$ cat src/rtl/pipelined_subtractor_if.sv
// Operand/result bundle shared by the pipelined subtractor and pipelined adder.
// master = upstream producer plus downstream consumer side; slave = the arithmetic block.
interface pipelined_subtractor_if #(
    parameter int w = 128
);
    logic [w-1:0] op1;
    logic [w-1:0] op2;
    logic         valid_op1;
    logic         valid_op2;
    logic         in_ready;
    logic [w-1:0] res;
    logic         borrow;
    logic         valid;
    logic         out_ready;

    modport master (
        output op1, op2, valid_op1, valid_op2, out_ready,
        input  in_ready, res, borrow, valid
    );

    modport slave (
        input  op1, op2, valid_op1, valid_op2, out_ready,
        output in_ready, res, borrow, valid
    );
endinterface

$ cat src/rtl/pipelined_subtractor.sv
// Wide unsigned subtractor, one slice of w/s bits per pipeline stage, with the
// borrow rippling one slice per stage and output back-pressure freezing the pipe.
module pipelined_subtractor #(
    parameter int w = 128,
    parameter int s = 4
) (
    input  logic                 clk,
    input  logic                 rstn,
    pipelined_subtractor_if.slave bus
);
    localparam int sw = (s >= 1) ? (w / s) : 1;

    generate
        if ((s < 1) ? 1'b1 : ((w % s) != 0)) begin : g_bad_params
            $error("pipelined_subtractor: w must be a positive multiple of s, s >= 1");
        end
    endgenerate

    logic [w-1:0]  r_op1   [s];
    logic [w-1:0]  r_op2   [s];
    logic [w-1:0]  r_diff  [s];
    logic [s-1:0]  r_valid;
    logic [s-1:0]  r_borrow;
    logic [sw:0]   w_sub   [s];
    logic          w_stall;
    logic          w_accept;

    assign w_stall      = r_valid[s-1] & ~bus.out_ready;
    assign w_accept     = bus.valid_op1 & bus.valid_op2 & ~w_stall;
    assign bus.in_ready = ~w_stall;
    assign bus.res      = r_diff[s-1];
    assign bus.borrow   = r_borrow[s-1];
    assign bus.valid    = r_valid[s-1];

    // Per-slice (sw+1)-bit differences; the top bit of each is that slice's borrow-out.
    always_comb begin
        for (int k = 0; k < s; k++) begin
            w_sub[k] = '0;
        end
        w_sub[0] = {1'b0, bus.op1[sw-1:0]} - {1'b0, bus.op2[sw-1:0]};
        for (int k = 1; k < s; k++) begin
            w_sub[k] = {1'b0, sw'(r_op1[k-1] >> (k * sw))}
                     - {1'b0, sw'(r_op2[k-1] >> (k * sw))}
                     - {{sw{1'b0}}, r_borrow[k-1]};
        end
    end

    // Pipeline registers: whole pipe freezes on stall; data only moves with a valid entry.
    always_ff @(posedge clk or negedge rstn) begin
        if (!rstn) begin
            r_valid  <= '0;
            r_borrow <= '0;
            for (int k = 0; k < s; k++) begin
                r_op1[k]  <= '0;
                r_op2[k]  <= '0;
                r_diff[k] <= '0;
            end
        end else if (!w_stall) begin
            r_valid[0] <= w_accept;
            if (w_accept) begin
                r_op1[0]         <= bus.op1;
                r_op2[0]         <= bus.op2;
                r_diff[0]        <= '0;
                r_diff[0][sw-1:0] <= w_sub[0][sw-1:0];
                r_borrow[0]      <= w_sub[0][sw];
            end
            for (int k = 1; k < s; k++) begin
                r_valid[k] <= r_valid[k-1];
                if (r_valid[k-1]) begin
                    r_op1[k]               <= r_op1[k-1];
                    r_op2[k]               <= r_op2[k-1];
                    r_diff[k]              <= r_diff[k-1];
                    r_diff[k][k*sw +: sw]  <= w_sub[k][sw-1:0];
                    r_borrow[k]            <= w_sub[k][sw];
                end
            end
        end
    end
endmodule

$ cat src/flat_wrapper.sv
// flat-port wrapper written by rule: the top's interface ports become plain ports
module pipelined_subtractor_flat 
#(
    parameter int w = 128,
    parameter int s = 4
)
  (clk, rstn, bus_op1, bus_op2, bus_valid_op1, bus_valid_op2, bus_out_ready, bus_in_ready, bus_res, bus_borrow, bus_valid);
  pipelined_subtractor_if #(.w(w)) bus_i ();
  input  logic clk;
  input  logic rstn;
  input wire logic [$bits(bus_i.op1)-1:0] bus_op1;
  input wire logic [$bits(bus_i.op2)-1:0] bus_op2;
  input wire logic [$bits(bus_i.valid_op1)-1:0] bus_valid_op1;
  input wire logic [$bits(bus_i.valid_op2)-1:0] bus_valid_op2;
  input wire logic [$bits(bus_i.out_ready)-1:0] bus_out_ready;
  output wire logic [$bits(bus_i.in_ready)-1:0] bus_in_ready;
  output wire logic [$bits(bus_i.res)-1:0] bus_res;
  output wire logic [$bits(bus_i.borrow)-1:0] bus_borrow;
  output wire logic [$bits(bus_i.valid)-1:0] bus_valid;
  assign bus_i.op1 = bus_op1;
  assign bus_i.op2 = bus_op2;
  assign bus_i.valid_op1 = bus_valid_op1;
  assign bus_i.valid_op2 = bus_valid_op2;
  assign bus_i.out_ready = bus_out_ready;
  assign bus_in_ready = bus_i.in_ready;
  assign bus_res = bus_i.res;
  assign bus_borrow = bus_i.borrow;
  assign bus_valid = bus_i.valid;
  pipelined_subtractor #(.w(w), .s(s)) u_core (.clk(clk), .rstn(rstn), .bus(bus_i));
endmodule
$ cat config.mk
export PLATFORM = sky130hd
export DESIGN_NAME = pipelined_subtractor_flat
export DESIGN_NICKNAME = d
export VERILOG_FILES = /design/src/rtl/pipelined_subtractor_if.sv /design/src/rtl/pipelined_subtractor.sv /design/src/flat_wrapper.sv
export SDC_FILE = /design/constraint.sdc
export NUM_CORES = 2
export LEC_CHECK = 0
export CAP_MARGIN = 15
export CORE_MARGIN = 10
export CORE_UTILIZATION = 50
export DETAILED_ROUTE_END_ITERATION = 8
export GPL_TIMING_DRIVEN = 0
export PLACE_DENSITY = 0.74
export SLEW_MARGIN = 20
export SYNTH_ARGS = -nofsm -noshare
export SYNTH_HDL_FRONTEND = slang
export SYNTH_SLANG_ARGS = --single-unit
$ cat constraint.sdc
create_clock -name clk -period 5.85 [get_ports clk]
set_input_delay 0.585 -clock clk [delete_from_list [all_inputs] [get_ports clk]]
set_output_delay 0.585 -clock clk [all_outputs]
set_load 0.02 [all_outputs]
# [Word level (Yosys, flattened, before mapping)]
# Cells that the tools add are included.
# W data, S select, Z words.
[totals] inputBits=261 ff_bits=1096 wordCells=31 out_inout_bits=131
[op_classes] addsub=7 n_reduce_logical=4 bitwise_logic=5
[ops] operator="$sub A32 B32 Y33" count=4
[ops] operator="$sub A33 B1 Y33" count=3
[ops] operator="$reduce_and A2 Y1" count=4
[ops] operator="$and A1 B1 Y1" count=3
[ops] operator="$not A1 Y1" count=2

# [Depth between registers and ports, before layout]
[depth] word_depth=5 ltp_mapped=14 depth_no_buf=13

# [Worst setup path before layout]
# OpenSTA, ideal clock, no wires.
[synth_timing] path_kind="register -> register" start="register u_core.r_borrow[1]" end="register u_core.r_diff[211] (netlist bit)" t_arrival_ns=2.897 t_required_ns=5.721 setup_ns=0.129 n_path_buf=0 stages_incl_launch_ff=14 period_less_slack_ns=3.025 setup_slack_ns=2.825 cell_sequence="dfrtp_1 inv_1 fa_1 inv_1 ha_1 o21ai_1 a211oi_1 and2_1 a221o_1 a41o_1 or3_1 a31oi_1 xor2_1 o21ai_1"
[synth_via] elab_chain_len=1
[synth_rtl] item="from (decl)" line="pipelined_subtractor.sv:23" rtl="logic [s-1:0] r_borrow;"
[synth_rtl] item="from (signal, indexed assignment)" line="pipelined_subtractor.sv:74" rtl="r_borrow[k] <= w_sub[k][sw];"
[synth_rtl] item="$sub A33 B1 Y33" line="pipelined_subtractor.sv:44" rtl="- {{sw{1'b0}}, r_borrow[k-1]};"
[synth_rtl] item="to (signal, indexed assignment)" line="pipelined_subtractor.sv:64" rtl="r_diff[0][sw-1:0] <= w_sub[0][sw-1:0];"
[synth_rtl] item="to (signal, indexed assignment)" line="pipelined_subtractor.sv:72" rtl="r_diff[k] <= r_diff[k-1];"
[synth_rtl] item="to (signal, indexed assignment)" line="pipelined_subtractor.sv:73" rtl="r_diff[k][k*sw +: sw] <= w_sub[k][sw-1:0];"
[synth_rtl] item="to (decl)" line="pipelined_subtractor.sv:21" rtl="logic [w-1:0] r_diff [s];"
# Every way passes these cells.
# A chain may end at the register's enable or synchronous reset.

# [Worst setup path in the final report]
[layout_timing] start="input port bus_out_ready" end="register u_core.r_op1[506] (netlist bit)"
[layout_via] elab_chain_len=5
[layout_rtl] item="from (decl)" line="flat_wrapper.sv:15" rtl="input wire logic [$bits(bus_i.out_ready)-1:0] bus_out_ready;"
[layout_rtl] item="$not A1 Y1 (*)" line="pipelined_subtractor.sv:28" rtl="assign w_stall = r_valid[s-1] & ~bus.out_ready;"
[layout_rtl] item="$and A1 B1 Y1 (*)" line="pipelined_subtractor.sv:28"
[layout_rtl] item="$not A1 Y1 (no source line) (*)"
[layout_rtl] item="$and A1 B1 Y1" line="pipelined_subtractor.sv:29" rtl="assign w_accept = bus.valid_op1 & bus.valid_op2 & ~w_stall;"
[layout_rtl] item="$reduce_and A2 Y1 (no source line) (*)"
[layout_rtl] item="to (signal, indexed assignment)" line="pipelined_subtractor.sv:70" rtl="r_op1[k] <= r_op1[k-1];"
[layout_rtl] item="to (decl)" line="pipelined_subtractor.sv:19" rtl="logic [w-1:0] r_op1 [s];"
# Mark *: on every way between the ends. The rest lies on a longest branch, timed or not.

==> flow_summary_export.csv <==
group,metric,value,unit
status,status,"completed",
floorplan,die-width,287,um
power_and_ir_drop,vdd_drop_max,0.000310,V
setup_path,path_cells,"clkdlybuf4s50_1 -> nand2b_1 -> clkbuf_1 -> and3_1 -> clkbuf_1 -> clkbuf_2 -> clkbuf_1 -> nand2_1 -> nand2_1",
setup_path,cp_data_arrival_time,4690,ps
sta,slew_headroom,0.288,
min_path,worst_hold_path.endpoint,"u_core.r_diff[406]$_DFFE_PN0P_",
detailed_routing,vias,25500,
setup_path,slowest_stage,"clkbuf_1",
place,gp_congestion,0.895,
sta,layout_min_cycle_time,4160,ps
clock_network,postCtsSetupBuffers,0,
synthesis,synthFlopType,"dfrtp_1",
synthesis,netlist_instances,3466,
floorplan,rows,97,
synthesis,synthXorXnorAreaFrac,0.0292,
floorplan,coreArea,70400,um2
global_routing,grt_max_degree,100,
floorplan,die_h,287,um
finish,drive_gt1_frac,0.167,
synthesis,synth_largest_area_cell,"dfrtp_1",
power_and_ir_drop,power_density,621,nW/um2
synthesis,syn-mean-instance-area,10.3,um2
min_path,hold_start,"u_core.r_diff[406]$_DFFE_PN0P_",
clock_network,cts_tree,"done",
sta,hold_viol,0,
global_routing,antenna_found_initial,6,
clock_network,ctsRootBufferMaster,"clkbuf_16",
flow_run,cap_violations,0,
synthesis,synthAdderAreaFrac,0.0805,
sta,tns,0,ps
detailed_routing,post-route-drc-count,0,
place,dpl.hpwl,67400,um
synthesis,synth_top_family_by_area,"multiplexers",
synthesis,ys_seq_area_frac,0.500,
global_routing,grt_use_total,0.215,
clock_network,cts_hold_buf,1,
setup_path,reg2reg_depth,8,
min_path,hold_depth,2,
floorplan,ios,392,
detailed_routing,viasPerCell,5.15,
finish,syn2layout_area_growth,22.1,%
sta,rsz0062_at_grt,"false",
setup_path,required,6370,ps
floorplan,die_area,82400,um2
detailed_routing,drt_iter0_drc,1227,
global_routing,grt_first_pass_wirelength,141000,um
synthesis,syn-cell-area,35600,um2
clock_network,cts.path.max_buffers,3,
synthesis,synth-seq-cells,712,
sta,tightest_slew,1070,ps
global_routing,overflow,0,
power_and_ir_drop,leakage,0.0211,uW
synthesis,yosysUniqueCellTypes,62,
sta,drv_slew,0,
global_routing,grt_pass1_vias,26100,
synthesis,yosys-top-cells-area,"dfrtp_1, mux2_2, ha_1, nand2_1, inv_1",
setup_path,critical-path-max-stage-delay,790,ps
clock_network,cts_resized,0,
sta,hold_slack,471,ps
synthesis,yosysWarnings,0,
synthesis,synth_edf_count,0,
synthesis,synth_compound_area_frac,0.0856,
setup_path,crit_fanout,11,
detailed_routing,wl_per_cell,18.0,um
detailed_routing,first_pass_iters,5,
place,port_buffers,391,
synthesis,synth_top_area_frac,0.500,
sta,finalSetupViolCount,0,
clock_network,htree_levels,3,
clock_network,cts.sinks,712,
synthesis,yosysMostFrequentCell,"nand2_1",
clock_network,worstSkewPairLatency,610,ps
setup_path,cp-end-kind,"flip-flop",
finish,nets,4430,
setup_path,r2r_slack,1710,ps
setup_path,crit_top_cell,"clkbuf_1",
setup_path,r2r-end,"u_core.r_op1[506]$_DFFE_PN0P_",
detailed_routing,drtAntennaViolNets,0,
sta,fmax,240,MHz
setup_path,cp-start-kind,"input pin",
floorplan,start_util,0.506,
clock_network,clk_pin_slew_worst_paths,60,ps
setup_path,r2r_start,"u_core.r_valid[3]$_DFFE_PN0N_",
synthesis,synth_nets,3952,
detailed_routing,drt-total-wl,89100,um
sta,fin_crit_sh,0.711,
sta,clock_skew,20.5,ps
setup_path,worstSetupPathType,"input pin to flip-flop",
synthesis,synth-simple-area-share,0.104,
synthesis,synthArstFlopShare,1.00,
synthesis,netlist_top_cells_count,"nand2_1, dfrtp_1, mux2_2, inv_1, ha_1",
synthesis,muxShareOfSynthArea,0.124,
min_path,hp-class,"flip-flop to flip-flop",
clock_network,cts_made_buffers,77,
## state kept, by name (all words and copies together) (netlist names)
register,count
u_core.r_diff,192
u_core.r_op1,192
u_core.r_op2,192
u_core.bus.res,128
u_core.r_borrow,4
u_core.r_valid,4
## where the power goes
part,switching (uW),internal (uW)
clock network,2000,2910
registers,1110,6990
logic,7490,6520
## worst max-delay path, delay by kind of cell
kind                   cells  cell delay (ps)
buffers and inverters      5             3130
AND/OR/NAND/NOR            4              910
## through the flow
stage	worst slack, ps	total power, uW	utilization	cell area (um2)	instances
2_1_floorplan	2820	18100	-	35600	3466
3_3_place_gp	-27500	21800	0.579	40700	4797
3_5_place_dp	979	22100	0.582	40900	4804
4_1_cts	1580	27200	0.618	43500	4941
5_1_grt	1500	29100	0.618	43500	4942
6_report	1690	27000	0.618	43500	4943
## worst max path at each step
stage | startpoint | to | slack, ps
after floorplan | u_core.r_borrow[1]$_DFFE_PN0P_ | u_core.r_diff[211]$_DFFE_PN0P_ | 2820
after global placement | rstn | u_core.r_op2[469]$_DFFE_PN0P_ | -27500
after detailed placement | bus_out_ready | u_core.r_op1[506]$_DFFE_PN0P_ | 980
after CTS | u_core.r_valid[3]$_DFFE_PN0N_ | u_core.r_op1[506]$_DFFE_PN0P_ | 1580
after global routing | u_core.r_valid[3]$_DFFE_PN0N_ | u_core.r_op1[506]$_DFFE_PN0P_ | 1500
final | bus_out_ready | u_core.r_op1[506]$_DFFE_PN0P_ | 1690
## area by class of cell
cell class | count | area [um2]
repair buffers | 399 | 4120
clock buffers | 106 | 2240
diodes | 2 | 5.00
fillers | 5828 | 26900
plain buffers | 266 | 1480
inverters | 340 | 1280
flip-flops and latches | 712 | 17800
clock inverters | 30 | 324
well taps | 940 | 1180
multi-input cells | 2148 | 15100
## routing by layer
layer / wire length (um) / up-vias / global-route usage / part of all wire
met2: 43700 / 509 / 0.369 / 0.49
met5: 61 / - / 0 / 0.00068
li1: - / 12300 / - / -
met3: 4290 / 147 / 0.0389 / 0.048
met4: 2490 / 10 / 0.0686 / 0.028
met1: 38600 / 12500 / 0.271 / 0.43
## cells by family after synthesis
family,Yosys count
adders and majority gates,225
DFF,712
buffers and inverters,606
muxes,391
and+or+nand+nor,904
xor gates and xnor gates,119
AOI/OAI and AO/OA,509
## placed cells by master (no fill, tap or decap), types with 18 or more instances in the layout
cell               n
nand2_1          719
dfrtp_1          712
mux2_2           391
clkdlybuf4s50_1  390
inv_1            340
ha_1             218
o21ai_0          208
clkbuf_1         138
buf_4            128
a21oi_1          119
clkbuf_16         80
xnor2_1           65
xor2_1            54
nor2_1            51
a21o_1            45
nand3_1           23
nand4_1           23
nand2b_1          18
Note: power is estimated with default switching activity, not from simulation.
